## config.mk

```make
export PLATFORM = sky130hd
export DESIGN_NAME = jk_excite_ctrl_flat
export DESIGN_NICKNAME = d
export VERILOG_FILES = /design/src/rtl/jk_excite_pkg.sv /design/src/rtl/jk_excite_ctrl_if.sv /design/src/rtl/jk_excite_enc.sv /design/src/rtl/jk_excite_ctrl.sv /design/src/flat_wrapper.sv
export SDC_FILE = /design/constraint.sdc
export NUM_CORES = 1
export LEC_CHECK = 0
export CAP_MARGIN = 25
export CORE_ASPECT_RATIO = 0.7
export CORE_MARGIN = 10
export CORE_UTILIZATION = 45
export DETAILED_ROUTE_END_ITERATION = 8
export PLACE_DENSITY = 0.82
export SYNTH_ARGS = -nofsm -noshare
export SYNTH_HDL_FRONTEND = slang
export SYNTH_HIERARCHICAL = 1
export SYNTH_SLANG_ARGS = --single-unit
```

## constraint.sdc

```tcl
create_clock -name CLK -period 2 [get_ports CLK]
set_input_delay 0.4 -clock CLK [delete_from_list [all_inputs] [get_ports CLK]]
set_output_delay 0.4 -clock CLK [all_outputs]
set_load 0.02 [all_outputs]
```

## src/rtl/jk_excite_pkg.sv

```systemverilog
// Shared types and constants for the JK excitation controller.
package jk_excite_pkg;

  typedef enum logic [1:0] {
    IDLE  = 2'd0,
    DRIVE = 2'd1,
    WAIT  = 2'd2,
    CHECK = 2'd3
  } state_t;

  // Per-bit excitation codes, packed as {J,K}
  localparam logic [1:0] JK_HOLD = 2'b00;
  localparam logic [1:0] JK_CLR  = 2'b01;
  localparam logic [1:0] JK_SET  = 2'b10;
  localparam logic [1:0] JK_TGL  = 2'b11;

  // Width of the settle and retry counters (SETTLE, MAX_RETRY <= 15)
  localparam int CNT_W = 4;

endpackage

```

## src/rtl/jk_excite_ctrl_if.sv

```systemverilog
// Bus between the register-programming side, the controller and the JK bank.
interface jk_excite_ctrl_if #(
  parameter int WIDTH = 8
);

  logic             tgt_valid;
  logic             tgt_ready;
  logic [WIDTH-1:0] tgt_data;
  logic [WIDTH-1:0] tgt_mask;
  logic [WIDTH-1:0] Q_fb;
  logic [WIDTH-1:0] J;
  logic [WIDTH-1:0] K;
  logic             busy;
  logic             done;
  logic             err;
  logic [WIDTH-1:0] err_bits;

  // Controller side
  modport slave (
    input  tgt_valid, tgt_data, tgt_mask, Q_fb,
    output tgt_ready, J, K, busy, done, err, err_bits
  );

  // Programming logic / bank side
  modport master (
    output tgt_valid, tgt_data, tgt_mask, Q_fb,
    input  tgt_ready, J, K, busy, done, err, err_bits
  );

endinterface

```

## src/rtl/jk_excite_enc.sv

```systemverilog
// Combinational per-word J/K encoder.
// Build option JK_TOGGLE_EN: bank toggles on J=K=1, so every differing bit
// is driven with the toggle code instead of a directional set/clear.
module jk_excite_enc
  import jk_excite_pkg::*;
#(
  parameter int WIDTH = 8
) (
  input  logic [WIDTH-1:0] tgt_i,
  input  logic [WIDTH-1:0] mask_i,
  input  logic [WIDTH-1:0] q_i,
  output logic [WIDTH-1:0] j_o,
  output logic [WIDTH-1:0] k_o
);

  logic [WIDTH-1:0] diff;

  function automatic logic [1:0] enc_bit(input logic d, input logic t);
    logic [1:0] code;
    if (!d) begin
      code = JK_HOLD;
    end else begin
`ifdef JK_TOGGLE_EN
      code = JK_TGL;
`else
      code = t ? JK_SET : JK_CLR;
`endif
    end
    return code;
  endfunction

  // Map each masked differing bit to its excitation code
  always_comb begin
    logic [1:0] code;
    diff = mask_i & (tgt_i ^ q_i);
    j_o  = '0;
    k_o  = '0;
    code = JK_HOLD;
    for (int i = 0; i < WIDTH; i++) begin
      code   = enc_bit(diff[i], tgt_i[i]);
      j_o[i] = code[1];
      k_o[i] = code[0];
    end
  end

endmodule

```

## src/rtl/jk_excite_ctrl.sv

```systemverilog
// JK excitation controller: accept target/mask, pulse J/K for one cycle,
// settle, verify Q_fb, retry up to MAX_RETRY times, then report done/err.
// Optional build macro: JK_TOGGLE_EN (toggle-style excitation in the encoder).
module jk_excite_ctrl
  import jk_excite_pkg::*;
#(
  parameter int WIDTH     = 8,
  parameter int SETTLE    = 1,
  parameter int MAX_RETRY = 3
) (
  input  logic          CLK,
  input  logic          RESET,
  jk_excite_ctrl_if.slave bus
);

  state_t           state_q, state_d;
  logic [CNT_W-1:0] cnt_q, cnt_d;
  logic [CNT_W-1:0] retry_q, retry_d;
  logic [WIDTH-1:0] tgt_q, mask_q;
  logic [WIDTH-1:0] j_q, j_d, k_q, k_d;
  logic [WIDTH-1:0] errb_q, errb_d;
  logic             done_q, done_d, err_q, err_d;
  logic             accept;
  logic [WIDTH-1:0] enc_tgt, enc_mask, enc_j, enc_k, mm;

  assign accept   = bus.tgt_valid && (state_q == IDLE);
  // In IDLE the encoder sees the incoming word; on retries, the latched word
  assign enc_tgt  = (state_q == IDLE) ? bus.tgt_data : tgt_q;
  assign enc_mask = (state_q == IDLE) ? bus.tgt_mask : mask_q;
  assign mm       = mask_q & (tgt_q ^ bus.Q_fb);

  jk_excite_enc #(.WIDTH(WIDTH)) u_enc (
    .tgt_i  (enc_tgt),
    .mask_i (enc_mask),
    .q_i    (bus.Q_fb),
    .j_o    (enc_j),
    .k_o    (enc_k)
  );

  // Next-state, drive and status logic
  always_comb begin
    state_d = state_q;
    cnt_d   = cnt_q;
    retry_d = retry_q;
    j_d     = '0;
    k_d     = '0;
    errb_d  = errb_q;
    done_d  = 1'b0;
    err_d   = 1'b0;
    case (state_q)
      IDLE: begin
        if (accept) begin
          state_d = DRIVE;
          j_d     = enc_j;
          k_d     = enc_k;
          retry_d = '0;
          cnt_d   = '0;
          errb_d  = '0;
        end
      end
      DRIVE: begin
        state_d = WAIT;
        cnt_d   = '0;
      end
      WAIT: begin
        // WAIT spans SETTLE+1 cycles so done lands 3+SETTLE edges after accept
        if (cnt_q == CNT_W'(SETTLE)) state_d = CHECK;
        else                         cnt_d   = cnt_q + 1'b1;
      end
      CHECK: begin
        if (mm == '0) begin
          done_d  = 1'b1;
          state_d = IDLE;
        end else if (retry_q < CNT_W'(MAX_RETRY)) begin
          retry_d = retry_q + 1'b1;
          state_d = DRIVE;
          j_d     = enc_j;
          k_d     = enc_k;
        end else begin
          err_d   = 1'b1;
          errb_d  = mm;
          state_d = IDLE;
        end
      end
      default: state_d = IDLE;
    endcase
  end

  // Control and output registers; reset drops J/K immediately
  always_ff @(posedge CLK or posedge RESET) begin
    if (RESET) begin
      state_q <= IDLE;
      cnt_q   <= '0;
      retry_q <= '0;
      j_q     <= '0;
      k_q     <= '0;
      errb_q  <= '0;
      done_q  <= 1'b0;
      err_q   <= 1'b0;
    end else begin
      state_q <= state_d;
      cnt_q   <= cnt_d;
      retry_q <= retry_d;
      j_q     <= j_d;
      k_q     <= k_d;
      errb_q  <= errb_d;
      done_q  <= done_d;
      err_q   <= err_d;
    end
  end

  // Target word capture; later changes on the inputs are ignored while busy
  always_ff @(posedge CLK) begin
    if (accept) begin
      tgt_q  <= bus.tgt_data;
      mask_q <= bus.tgt_mask;
    end
  end

  assign bus.tgt_ready = (state_q == IDLE);
  assign bus.busy      = (state_q != IDLE);
  assign bus.J         = j_q;
  assign bus.K         = k_q;
  assign bus.done      = done_q;
  assign bus.err       = err_q;
  assign bus.err_bits  = errb_q;

endmodule
```

## src/flat_wrapper.sv

```systemverilog
// flat-port wrapper written by rule: the top's interface ports become plain ports
module jk_excite_ctrl_flat import jk_excite_pkg::*;
#(
  parameter int WIDTH     = 8,
  parameter int SETTLE    = 1,
  parameter int MAX_RETRY = 3
)
  (CLK, RESET, bus_tgt_valid, bus_tgt_data, bus_tgt_mask, bus_Q_fb, bus_tgt_ready, bus_J, bus_K, bus_busy, bus_done, bus_err, bus_err_bits);
  jk_excite_ctrl_if #(.WIDTH(WIDTH)) bus_i ();
  input  logic CLK;
  input  logic RESET;
  input wire logic [$bits(bus_i.tgt_valid)-1:0] bus_tgt_valid;
  input wire logic [$bits(bus_i.tgt_data)-1:0] bus_tgt_data;
  input wire logic [$bits(bus_i.tgt_mask)-1:0] bus_tgt_mask;
  input wire logic [$bits(bus_i.Q_fb)-1:0] bus_Q_fb;
  output wire logic [$bits(bus_i.tgt_ready)-1:0] bus_tgt_ready;
  output wire logic [$bits(bus_i.J)-1:0] bus_J;
  output wire logic [$bits(bus_i.K)-1:0] bus_K;
  output wire logic [$bits(bus_i.busy)-1:0] bus_busy;
  output wire logic [$bits(bus_i.done)-1:0] bus_done;
  output wire logic [$bits(bus_i.err)-1:0] bus_err;
  output wire logic [$bits(bus_i.err_bits)-1:0] bus_err_bits;
  assign bus_i.tgt_valid = bus_tgt_valid;
  assign bus_i.tgt_data = bus_tgt_data;
  assign bus_i.tgt_mask = bus_tgt_mask;
  assign bus_i.Q_fb = bus_Q_fb;
  assign bus_tgt_ready = bus_i.tgt_ready;
  assign bus_J = bus_i.J;
  assign bus_K = bus_i.K;
  assign bus_busy = bus_i.busy;
  assign bus_done = bus_i.done;
  assign bus_err = bus_i.err;
  assign bus_err_bits = bus_i.err_bits;
  jk_excite_ctrl #(.WIDTH(WIDTH), .SETTLE(SETTLE), .MAX_RETRY(MAX_RETRY)) u_core (.CLK(CLK), .RESET(RESET), .bus(bus_i));
endmodule
```

==> reports/qor.yml, run 1 <==
synth:
  yosys.area.top_type: "dfrtp_1"
  synth_warnings: 6
  synth_fa_ha_area_frac: 0.03481
  syn_area_per_cell_um2: 12.71
  synth_most_common_cell: "dfrtp_1"
  yosys_most_used_dff: "dfrtp_1"
  synth-xor-area-share: 0.02785
  yosys-top-cells-area: "dfrtp_1, edfxtp_1, mux2_2"
  synth_edf_count: 16
  synth.top_cell.area_share: 0.3580
  ys_seq_elements: 52
  syn_nets: 232
  ys_top_cells_by_count: "dfrtp_1, nand2_1, nor3b_1"
  yosysSeqAreaShare: 0.5490
  synthMuxAreaShare: 0.07161
  synth_top_family_by_area: "simple AND/OR/NAND/NOR gates"
  synth_area_um2: 2516
  synth_compound_area_frac: 0.1059
  synthSimpleGateAreaFrac: 0.1870
  syn-instance-count: 198
  synth.distinct_cells: 36
  synthArstFlopShare: 0.6923
pwr:
  power_density_nw_per_um2: 1097
  leakagePower_uw: 0.001434
  p_total_uw: 3665
  irDropWorstVdd_mv: 0.8590
timing:
  final.setup.tns_ps: 0
  timing.hold.ws_ps: 481.3
  rsz0062_at_grt: "false"
  hold_viol_final: 0
  slew_headroom: 0.6832
  period_share: 0.9386
  worstMarginPinSlew_ps: 475.2
  slew_violations: 0
  fin_crit_ps: 1877
  clock-skew-final_ps: 16.00
  setup_viol: 0
  max_clock_freq_mhz: 532.7
finish:
  fillerInstances: 429
  layout-drive-gt1-share: 0.1963
  postLayoutCoreUtil: 0.6254
  diodes: 0
  final_cells: 342
  num-nets-final: 303
  area_delta_synth_final_pct: 32.72
route:
  wl_mm: 5.906
  ant_nets: 0
  vias: 1814
  firstDrtPassIters: 5
  wl_per_cell_um: 17.27
  drt_iter0_markers: 70
  drcViolationCount: 0
  vias_per_cell: 5.304
clock_tree:
  clock_latency_ps: 320
  cts_buffers: 5
  cts.sinks: 52
  clkTransAtPathRegs_ps: 110
  htreeDepth: 2
  clockBufferDepth: 2
  cts_tree: "yes"
  cts_hold_buf: 0
  cts-root-buf: "clkbuf_8"
global_route:
  grt_pass1_vias: 1870
  grt_max_degree: 37
  antenna_found_initial: 0
  overflow: 0
  track_usage: 0.1365
  grt_pass1_wl_mm: 9.632
min_path:
  hp-class: "primary input to asynchronous set/reset pin"
setup_path:
  cp-start-kind: "register"
  critical-path-max-stage-delay_ps: 420
  cp_data_arrival_time_ps: 1480
  reg2reg_to: "u_core/bus.K[2]"
  path_cells: "inv_1, ha_2, inv_1, dlygate4sd2_1"
  regToRegSetupSlack_ps: 170
  crit_family: "buffers and inverters"
  rr_worst_depth: 6
  worstReg2RegStart: "u_core/state_q[1]"
  critPathKind: "register to output port"
  cp_max_fo: 5
  crit_top_cell: "inv_1"
  slowest_stage: "dfrtp_1"
  crit_buf_inv: 3
  endpoint_kind: "output port"
  cp_data_required_time_ps: 1600
die:
  die_x_um: 109.4
  die-area_um2: 9030
  initial_core_util: 0.4712
  pin_count: 55
  coreArea_um2: 5340
  die_h_um: 82.56
  fp-row-count: 22
placement:
  hpwl_mm: 4.517
  dp_cells: 334
  io_buffers: 54
  routabilityCongestion: 0.8343
run:
  drv_cap: 0
run_status:
  status: "finished clean"
[state kept, by name, summed over array words and instances, names as in the netlist]
signal / cells
u_core/bus.err: 1
u_core/tgt_q: 8
u_core/bus.J: 8
u_core/mask_q: 8
u_core/bus.K: 8
u_core/retry_q: 4
u_core/bus.done: 1
u_core/bus.err_bits: 8
u_core/cnt_q: 4
u_core/state_q: 2
[metal layers]
| layer | up-vias | global-route usage | part of all wire |
|---|---|---|---|
| met4 | 0 | 0.03368 | 0.0024 |
| li1 | 862 | - | - |
| met1 | 878 | 0.1856 | 0.46 |
| met5 | - | 0 | 0 |
| met2 | 71 | 0.2126 | 0.46 |
| met3 | 3 | 0.03635 | 0.079 |
[through the flow]
stage                     cell area, um^2  setup slack (ps)
final                                3339             122.9
after global routing                 3339             20.20
after CTS                            3337             10.32
after detailed placement             3243            -138.7
after global placement               3243            -115.4
after floorplan                      2519            -70.30
[worst min-delay path: cells and delay by family]
family / cells / cell delay, ps
buffers and inverters: 3 / 850
[power breakdown]
part	switching, uW	internal, uW
Sequential	92.0	1250
Combinational	927	770
Clock	369	257
Total	1390	2280
[kinds of logic (layout without fill, tap and decap cells)]
logic type               after synthesis  count (layout)
AO/OA/AOI/OAI                         32              32
AND/OR/NAND/NOR                       71              71
XOR/XNOR                               8               8
adder cells (fa/ha/maj)                7               7
flip-flops                            52              52
multiplexers                          16              16
buffers and inverters                 12              84
[worst max path at each step]
| stage | from | endpoint | slack, ps | cells after the start |
|---|---|---|---|---|
| global route | u_core/cnt_q[1] | u_core/state_q[0] | 20 | 7 |
| finish | u_core/state_q[1] | bus_busy | 120 | 4 |
| global placement | bus_Q_fb[5] | u_core/retry_q[1] | -120 | 6 |
| floorplan | u_core/state_q[0] | u_core/retry_q[1] | -70 | 8 |
| CTS | u_core/state_q[0] | bus_busy | 10 | 4 |
| detailed placement | bus_Q_fb[5] | u_core/retry_q[1] | -140 | 6 |
[layout by cell type (no fill, tap or decap), types with 4 or more instances in the layout]
| master | instances |
|---|---|
| clkdlybuf4s50_1 | 52 |
| dfrtp_1 | 36 |
| nand2_1 | 17 |
| nor3b_1 | 17 |
| mux2_2 | 16 |
| edfxtp_1 | 16 |
| and3b_1 | 16 |
| buf_4 | 15 |
| xor2_1 | 8 |
| o2bb2ai_1 | 8 |
| a21oi_1 | 6 |
| ha_1 | 6 |
| clkbuf_8 | 5 |
| nor2_1 | 5 |
| inv_1 | 5 |
| a22oi_2 | 4 |
[final cells by class]
class	count	area, um^2	share of cell area
clock inverter	3	27.53	0.008243
timing repair buffer	70	670.6	0.2008
clock buffer	5	68.82	0.02061
sequential	52	1381	0.4136
multi-input combinational	134	1079	0.3230
inverter	6	22.52	0.006744
tap	72	90.09	0.02698
[timing repair]
action | 4_1_cts | 5_1_grt
buffers inserted | 0 | 0
resized for setup | 2 | 2
setup endpoints to repair | 2 | 12
Power figures use the tool's default switching activity.
==> run 2, diff against run 1 <==
--- a/config.mk
+++ b/config.mk
@@ -5,7 +5,6 @@
 export SDC_FILE = /design/constraint.sdc
 export NUM_CORES = 1
 export LEC_CHECK = 0
-export CAP_MARGIN = 25
 export CORE_ASPECT_RATIO = 0.7
 export CORE_MARGIN = 10
 export CORE_UTILIZATION = 45
==> results of run 2 <==
Final layout, timing and power as in run 1 (identical DEF).
